--- src/rtl/mem_arbiter_pkg.sv ---
// Shared encodings for the two-port memory arbiter: FSM states and port indices.
package mem_arbiter_pkg;

   typedef enum logic [1:0] {
      IDLE    = 2'd0,
      GRANT_I = 2'd1,
      GRANT_D = 2'd2
   } arb_state_e;

   localparam logic PORT_I = 1'b0;
   localparam logic PORT_D = 1'b1;

endpackage

--- src/rtl/mem_arbiter.sv ---
// Round-robin arbiter sharing one memory port between the I-cache and D-cache.
// One transaction at a time; registered request, combinational completion routing.
module mem_arbiter
   import mem_arbiter_pkg::*;
#(
   parameter int ADDR_W = 32,
   parameter int DATA_W = 32
) (
   input  logic              clk,
   input  logic              rst,
   input  logic [ADDR_W-1:0] i_req_addr,
   input  logic [DATA_W-1:0] i_req_wdata,
   input  logic              i_req_wr,
   input  logic              i_req_valid,
   output logic [DATA_W-1:0] i_req_rdata,
   output logic              i_req_ready,
   input  logic [ADDR_W-1:0] d_req_addr,
   input  logic [DATA_W-1:0] d_req_wdata,
   input  logic              d_req_wr,
   input  logic              d_req_valid,
   output logic [DATA_W-1:0] d_req_rdata,
   output logic              d_req_ready,
   output logic [ADDR_W-1:0] mem_req_addr,
   output logic [DATA_W-1:0] mem_wr_data,
   output logic              mem_req_wr,
   output logic              mem_req_valid,
   input  logic [DATA_W-1:0] mem_req_data,
   input  logic              mem_req_ready,
   output logic [1:0]        grant
);

   arb_state_e        state_q, state_d;
   logic              last_grant_q, last_grant_d;
   logic [ADDR_W-1:0] addr_q, addr_d;
   logic [DATA_W-1:0] wdata_q, wdata_d;
   logic              wr_q, wr_d;
   logic              valid_q, valid_d;
   logic              pick_i;

   always_ff @(posedge clk) begin
      if (rst) begin
         state_q      <= IDLE;
         last_grant_q <= PORT_D;
         addr_q       <= '0;
         wdata_q      <= '0;
         wr_q         <= 1'b0;
         valid_q      <= 1'b0;
      end else begin
         state_q      <= state_d;
         last_grant_q <= last_grant_d;
         addr_q       <= addr_d;
         wdata_q      <= wdata_d;
         wr_q         <= wr_d;
         valid_q      <= valid_d;
      end
   end

   always_comb begin
      state_d      = state_q;
      last_grant_d = last_grant_q;
      addr_d       = addr_q;
      wdata_d      = wdata_q;
      wr_d         = wr_q;
      valid_d      = valid_q;
      // I wins when alone, or on a tie when D owned the port last.
      pick_i       = i_req_valid & (~d_req_valid | (last_grant_q == PORT_D));

      case (state_q)
         IDLE: begin
            if (pick_i) begin
               state_d      = GRANT_I;
               last_grant_d = PORT_I;
               addr_d       = i_req_addr;
               wdata_d      = i_req_wdata;
               wr_d         = i_req_wr;
               valid_d      = 1'b1;
            end else if (d_req_valid) begin
               state_d      = GRANT_D;
               last_grant_d = PORT_D;
               addr_d       = d_req_addr;
               wdata_d      = d_req_wdata;
               wr_d         = d_req_wr;
               valid_d      = 1'b1;
            end
         end
         GRANT_I, GRANT_D: begin
            // Requester dropping valid does not abort; only memory completion ends it.
            if (mem_req_ready) begin
               state_d = IDLE;
               valid_d = 1'b0;
            end
         end
         default: begin
            state_d = IDLE;
            valid_d = 1'b0;
         end
      endcase
   end

   assign mem_req_addr  = addr_q;
   assign mem_wr_data   = wdata_q;
   assign mem_req_wr    = wr_q;
   assign mem_req_valid = valid_q;

   assign i_req_rdata = mem_req_data;
   assign d_req_rdata = mem_req_data;
   assign i_req_ready = (state_q == GRANT_I) & mem_req_ready;
   assign d_req_ready = (state_q == GRANT_D) & mem_req_ready;
   assign grant       = {state_q == GRANT_D, state_q == GRANT_I};

endmodule
--- config.mk ---
export PLATFORM = sky130hd
export DESIGN_NAME = mem_arbiter
export DESIGN_NICKNAME = d
export VERILOG_FILES = /design/src/rtl/mem_arbiter_pkg.sv /design/src/rtl/mem_arbiter.sv
export SDC_FILE = /design/constraint.sdc
export NUM_CORES = 1
export LEC_CHECK = 0
export BUFFER_PORTS_ARGS = -buffer_cell sky130_fd_sc_hd__buf_2
export CORE_MARGIN = 2
export CORE_UTILIZATION = 30
export DETAILED_ROUTE_END_ITERATION = 16
export GPL_TIMING_DRIVEN = 0
export PLACE_DENSITY = 0.6
export RECOVER_POWER = 50
export SYNTH_ARGS = -nofsm -noshare
export SYNTH_HDL_FRONTEND = slang
export SYNTH_SLANG_ARGS = --single-unit
export TNS_END_PERCENT = 100
--- constraint.sdc ---
create_clock -name clk -period 1.55 [get_ports clk]
set_input_delay 0.155 -clock clk [delete_from_list [all_inputs] [get_ports clk]]
set_output_delay 0.155 -clock clk [all_outputs]
set_load 0.01 [all_outputs]
==> results of run 1 <==
-- where the power goes --
part | internal (W) | switching (W)
logic | 0.000798 | 0.00103
registers | 0.00205 | 0.000138
clock network | 0.00149 | 0.000746
-- routing by layer --
| layer | up-vias | routed length, um | GRT usage |
|---|---|---|---|
| li1 | 2215 | - | - |
| met1 | 2111 | 5910 | 0.246 |
| met5 | - | 0 | 0 |
| met2 | 204 | 7390 | 0.366 |
| met3 | 11 | 1080 | 0.0513 |
| met4 | 0 | 104 | 0.0452 |
-- cell type report --
cell class              count  area, um^2  area share
multi-input cells         283        1620       0.290
flip-flops and latches     69        1380       0.248
repair buffers            270        1250       0.224
plain buffers             114         772       0.138
clock buffers              12         256      0.0460
well taps                 168         210      0.0377
clock inverters             4        70.1      0.0126
inverters                   5        18.8     0.00337
-- metrics by stage --
| stage | utilization | instances | hold WS, ps | total power [W] |
|---|---|---|---|---|
| 3_5_place_dp | 0.438 | 906 | 357 | 0.00404 |
| 6_report | 0.460 | 925 | 34.7 | 0.00625 |
| 4_1_cts | 0.466 | 922 | 19.9 | 0.00632 |
| 3_3_place_gp | 0.438 | 906 | 347 | 0.00401 |
| 5_1_grt | 0.460 | 925 | 35.0 | 0.00660 |
| 2_1_floorplan | - | 471 | 227 | 0.00325 |
-- worst paths after layout --
path / from / to / slack (ps) / cells after the start
setup / recovery: state_q[0] / last_grant_q / 100 / 7
hold / removal: rst / mem_req_addr[12] / 30 / 2
setup reg to reg: state_q[0] / last_grant_q / 100 / 7
hold reg to reg: state_q[1] / state_q[1] / 500 / 2
-- logic make-up after synthesis --
logic type | synth area share
AO/OA/AOI/OAI | 0.303
adder cells (fa/ha/maj) | 0.00999
buffers and inverters | 0.206
flip-flops | 0.368
AND/OR/NAND/NOR | 0.113
-- registers in the layout (all words and copies together), names as in the netlist --
register / count
mem_req_valid: 1
mem_req_wr: 1
last_grant_q: 1
state_q: 2
mem_wr_data: 32
mem_req_addr: 32
-- placed cells by master, fill, tap and decap left out --
| cell type | count |
|---|---|
| buf_8 | 2 |
| buf_2 | 182 |
| ha_1 | 2 |
| inv_1 | 2 |
| nor2b_1 | 2 |
| bufinv_16 | 2 |
| clkbuf_8 | 2 |
| nor2_1 | 11 |
| clkbuf_2 | 7 |
| nor3b_1 | 1 |
| o21ai_1 | 32 |
| ha_4 | 1 |
| buf_4 | 69 |
| a31oi_1 | 56 |
| a311oi_1 | 3 |
| a21oi_1 | 2 |
| clkbuf_4 | 1 |
| o211ai_1 | 1 |
| clkbuf_16 | 10 |
| nand4_1 | 1 |
| and2b_1 | 1 |
| nand2b_1 | 2 |
| a311oi_2 | 6 |
| clkinv_2 | 2 |
| dfxtp_2 | 1 |
| buf_6 | 5 |
| clkbuf_1 | 117 |
| o221a_2 | 1 |
| nand3_1 | 65 |
| inv_2 | 3 |
| o21ai_0 | 92 |
| o21a_4 | 1 |
| o2111ai_1 | 1 |
| and2_1 | 2 |
| buf_1 | 1 |
| dfxtp_1 | 68 |
-- timing repair --
action,4_1_cts,5_1_grt
endpoints found under the setup margin,64,59
gates cloned,0,1
resized for setup,6,10
endpoints found under the hold margin,0,0
setup buffers,0,2
pin swaps,0,1
==> results.yml, run 1 <==
status:
  outcome: "finished clean"
cells_and_area:
  drive_gt1_frac: 0.390
  antenna_cells: 0
  nets: 922
  areaGrowthSynthToFinish_pct: 48.4
  final_cell_area_um2: 5580
  nFillCells: 1352
floorplan:
  die_area_um2: 13400
  initial_core_util: 0.310
  die_w_um: 116
  coreArea_um2: 12100
  die_height_um: 116
  row_count: 40
  io_pins: 301
worst_hold_path:
  hp-class: "primary input to flip-flop"
place:
  dp_hpwl_um: 11100
  gp_congestion: 0.804
  io_buffers: 267
  dp_slack_ps: -101
  place_area_um2: 5300
synth:
  async_flop_share: 0
  ys_ff_latch: 69
  synth_most_common_cell: "o21ai_0"
  synth.distinct_cells: 28
  avgSynthCellArea_um2: 7.97
  syn_area_um2: 3760
  seq_area_frac_synth: 0.368
  synthCells: 471
  synth_top_area_share: 0.368
  ys.flop_type: "dfxtp_1"
  ys_warn_count: 0
  synthesis.nets: 641
  ys_top_cells_by_area: "dfxtp_1 (37%), buf_4 (13%), o21ai_0 (12%)"
  synth_edf_count: 0
  netlist.top_cell.by_area: "dfxtp_1"
  ys_top_cells_by_count: "o21ai_0 (92), dfxtp_1 (69), buf_4 (66)"
timing:
  max_clock_freq_mhz: 690
  fin_tns_setup_ps: 0
  report.final.slew_viol_count: 0
  fin_crit_sh: 0.934
  skew_ps: 4.47
  tightestPinTransition_ps: 723
  timing.final.crit_period_ps: 1450
  rsz0062_at_grt: "no"
  relSlewSlack: 0.518
  finalHoldViolations: 0
  setup_viol: 0
  setup_ws_ps: 102
worst_setup_path:
  end_kind: "flip-flop"
  worstPathMaxFanout: 10
  crit_arrival_ps: 1630
  cp-start-kind: "flip-flop"
  path_buf_inv: 3
  cp_cell_sequence: "inv_2 > ha_4 > o21a_4 > buf_8 > buf_4 > o21ai_0 > o211ai_1"
  critPathTopFamily: "buffers and inverters"
  max_stage_delay_ps: 380
  critPathKind: "flip-flop to flip-flop"
  crit_required_ps: 1730
  cpMaxStageDelayCell: "dfxtp_1"
clocking:
  clkLatencyLatePin_ps: 320
  clock-sinks: 69
  root_buffer: "clkbuf_16"
  clk_pin_slew_ps: 50
  cts_made_buffers: 9
  cts_buffer_depth: 2
  cts_hold_buf: 0
  cts_tree: "built"
  htreeDepth: 3
detailed_routing:
  wl_um: 14500
  detail_route.iter0.violations: 210
  via_per_inst: 4.91
  route.detailed.drc: 0
  wl_per_cell_um: 15.7
  vias: 4541
  ant_nets: 0
  first_pass_iters: 5
run:
  cap_violations: 0
power:
  peakVddDrop_uv: 494
  p_per_area_nw_per_um2: 1120
  power_leakage_nw: 2.48
global_routing:
  antenna_found_initial: 0
  grt.overflow.total: 0
  grt_usage: 0.204
  grt_max_degree: 12
  grt_pass1_wl_um: 21800
  first_global_vias: 4346
No activity file was read; power rests on OpenSTA's default activity.
==> inputs of run 2 (changes only) <==
==> constraint.sdc (replaced) <==
create_clock -name clk -period 1.55 [get_ports clk]
set_input_delay 0.31 -clock clk [delete_from_list [all_inputs] [get_ports clk]]
set_output_delay 0.31 -clock clk [all_outputs]
set_load 0.01 [all_outputs]
==> run 2 against run 1 <==
Register-to-register slack improved by 20 ps. Cell count did not move. Critical path depth fell by 3. Cell area barely moved. Clock-buffer cell count did not move. Hold slack improved by 160 ps. Critical endpoint is now d_req_ready. Worst setup slack got worse by 56 ps. Largest cell class unchanged. Core utilization barely moved. Sequential power barely moved. Non-clock buffer count did not move.
==> results.yml, run 2 (synthesized netlist as in run 1, its figures left out) <==
cells_and_area:
  final_common_cell: "buf_2"
  drive_gt1_frac: 0.392
  finalNonFillerCells: 925
  mostFrequentLayoutCells: "buf_2 (183), clkbuf_1 (116), o21ai_0 (92)"
  antenna_cells: 0
  final_util: 0.461
  final_cell_area_um2: 5580
  nets: 922
  areaGrowthSynthToFinish_pct: 48.5
timing:
  report.final.slew_viol_count: 0
  fin_crit_sh: 0.971
  timing.final.crit_period_ps: 1500
  setup_viol: 0
  rsz0062_at_grt: "yes"
  tightestPinTransition_ps: 723
  relSlewSlack: 0.518
  max_clock_freq_mhz: 665
  fin_tns_setup_ps: 0
  finalHoldViolations: 0
  skew_ps: 4.03
status:
  outcome: "finished clean"
power:
  switchingPower_w: 0.00192
  power_frac_seq: 0.349
  power_leakage_nw: 2.49
  p_clk_frac: 0.358
  peakVddDrop_uv: 494
  finalPower_w: 0.00626
  p_int_w: 0.00434
  p_sw_frac: 0.306
  p_comb_frac: 0.293
  p_per_area_nw_per_um2: 1120
clocking:
  clk_pin_slew_ps: 50
  clock-sinks: 69
  clkLatencyLatePin_ps: 320
  cts_made_buffers: 9
  cts_hold_buf: 0
  root_buffer: "clkbuf_16"
  htreeDepth: 3
  cts_buffer_depth: 2
  cts_tree: "built"
detailed_routing:
  first_pass_iters: 5
  top_layer: "met4"
  wl_per_cell_um: 15.7
  wl_met3_um: 1070
  wl_um: 14500
  via_per_inst: 4.90
  route.detailed.drc: 0
  vias: 4537
  met2_length_um: 7390
  detail_route.iter0.violations: 210
  wl_met1_um: 5920
  ant_nets: 0
worst_setup_path:
  worstPathMaxFanout: 3
  critPathKind: "flip-flop to output port"
  rr_startpoint: "state_q[1]"
  cp_cell_sequence: "inv_2 > ha_1 > and2_1 > buf_2"
  timing.rr.end: "mem_req_addr[18]"
  rr_worst_depth: 7
  crit_required_ps: 1240
  critPathTopFamily: "flip-flops"
  cp-start-kind: "flip-flop"
  path_buf_inv: 2
  reg2reg_slack_ps: 120
  max_stage_delay_ps: 350
  crit_arrival_ps: 1190
  cpMaxStageDelayCell: "dfxtp_2"
  end_kind: "output port"
global_routing:
  grt.overflow.total: 0
  grt_pass1_wl_um: 21800
  antenna_found_initial: 0
  grt_usage: 0.204
  grt_max_degree: 12
  first_global_vias: 4346
run:
  cap_violations: 0
floorplan:
  die_area_um2: 13400
  row_count: 40
  initial_core_util: 0.310
  die_height_um: 116
  coreArea_um2: 12100
  io_pins: 301
  die_w_um: 116
place:
  place_area_um2: 5300
  gp_congestion: 0.804
  dpl.cell_count: 906
  dp_hpwl_um: 11100
  io_buffers: 267
worst_hold_path:
  hold_start: "rst"
  min_path_cells: 2
  whs_endpoint: "mem_req_addr[12]"
  hp-class: "primary input to flip-flop"
## run 2: changes by cell type in the layout (fill, tap and decap cells not counted)
| cell | before | now |
|---|---|---|
| dfxtp_1 | 68 | 67 |
| dfxtp_2 | 1 | 2 |
| clkbuf_1 | 117 | 116 |
| buf_2 | 182 | 183 |
## run 2: per-layer routing
metal	GRT usage	vias to the layer above
met2	0.366	202
met5	0	-
met1	0.246	2109
met4	0.0452	0
met3	0.0513	11
li1	-	2215
## run 2: worst reg2reg max path, cell delays in order (launching register included)
cell and delay, ps:
dfxtp_2 330, inv_2 80, ha_4 150, o21a_4 210
buf_8 150, buf_8 130, nor2_1 60, a311oi_2 230
## run 2: area by class of cell
class	count	area [um^2]
Buffer	114	772
Clock buffer	12	256
Clock inverter	4	70.1
Fill cell	1350	6530
Inverter	5	18.8
Multi-Input combinational cell	283	1620
Sequential cell	69	1380
Tap cell	168	210
Timing Repair Buffer	270	1250
## run 2: power groups by stage
stage | Clock [W] | Sequential [W] | Combinational, W
3_5_place_dp | 0 | 0.00221 | 0.00183
4_1_cts | 0.00229 | 0.00218 | 0.00185
3_3_place_gp | 0 | 0.00220 | 0.00181
6_report | 0.00224 | 0.00219 | 0.00183
2_1_floorplan | 0 | 0.00232 | 0.000927
5_1_grt | 0.00237 | 0.00221 | 0.00202
## run 2: repair_timing
item                                    4_1_cts  5_1_grt
resized for setup                             7       10
endpoints found under the setup margin       65       61
pin swaps                                     0        1
buffers inserted                              0        2
gates cloned                                  0        1
## run 2: through the flow
stage	worst slack, ps	hold slack (ps)
floorplan	195	382
finish	45.4	190
global route	-1.60	190
detailed placement	-101	499
CTS	-15.2	175
global placement	-75.2	485
## run 2: worst max-delay path by stage
stage                    start        endpoint  slack [ps]  cells after the start
floorplan           state_q[0]    last_grant_q         200                      7
global placement    state_q[0]    last_grant_q         -80                      7
detailed placement  state_q[0]  mem_wr_data[0]        -100                      6
CTS                 state_q[1]     i_req_ready         -20                      4
global route        state_q[1]     i_req_ready          -2                      4
finish              state_q[0]     d_req_ready          50                      4
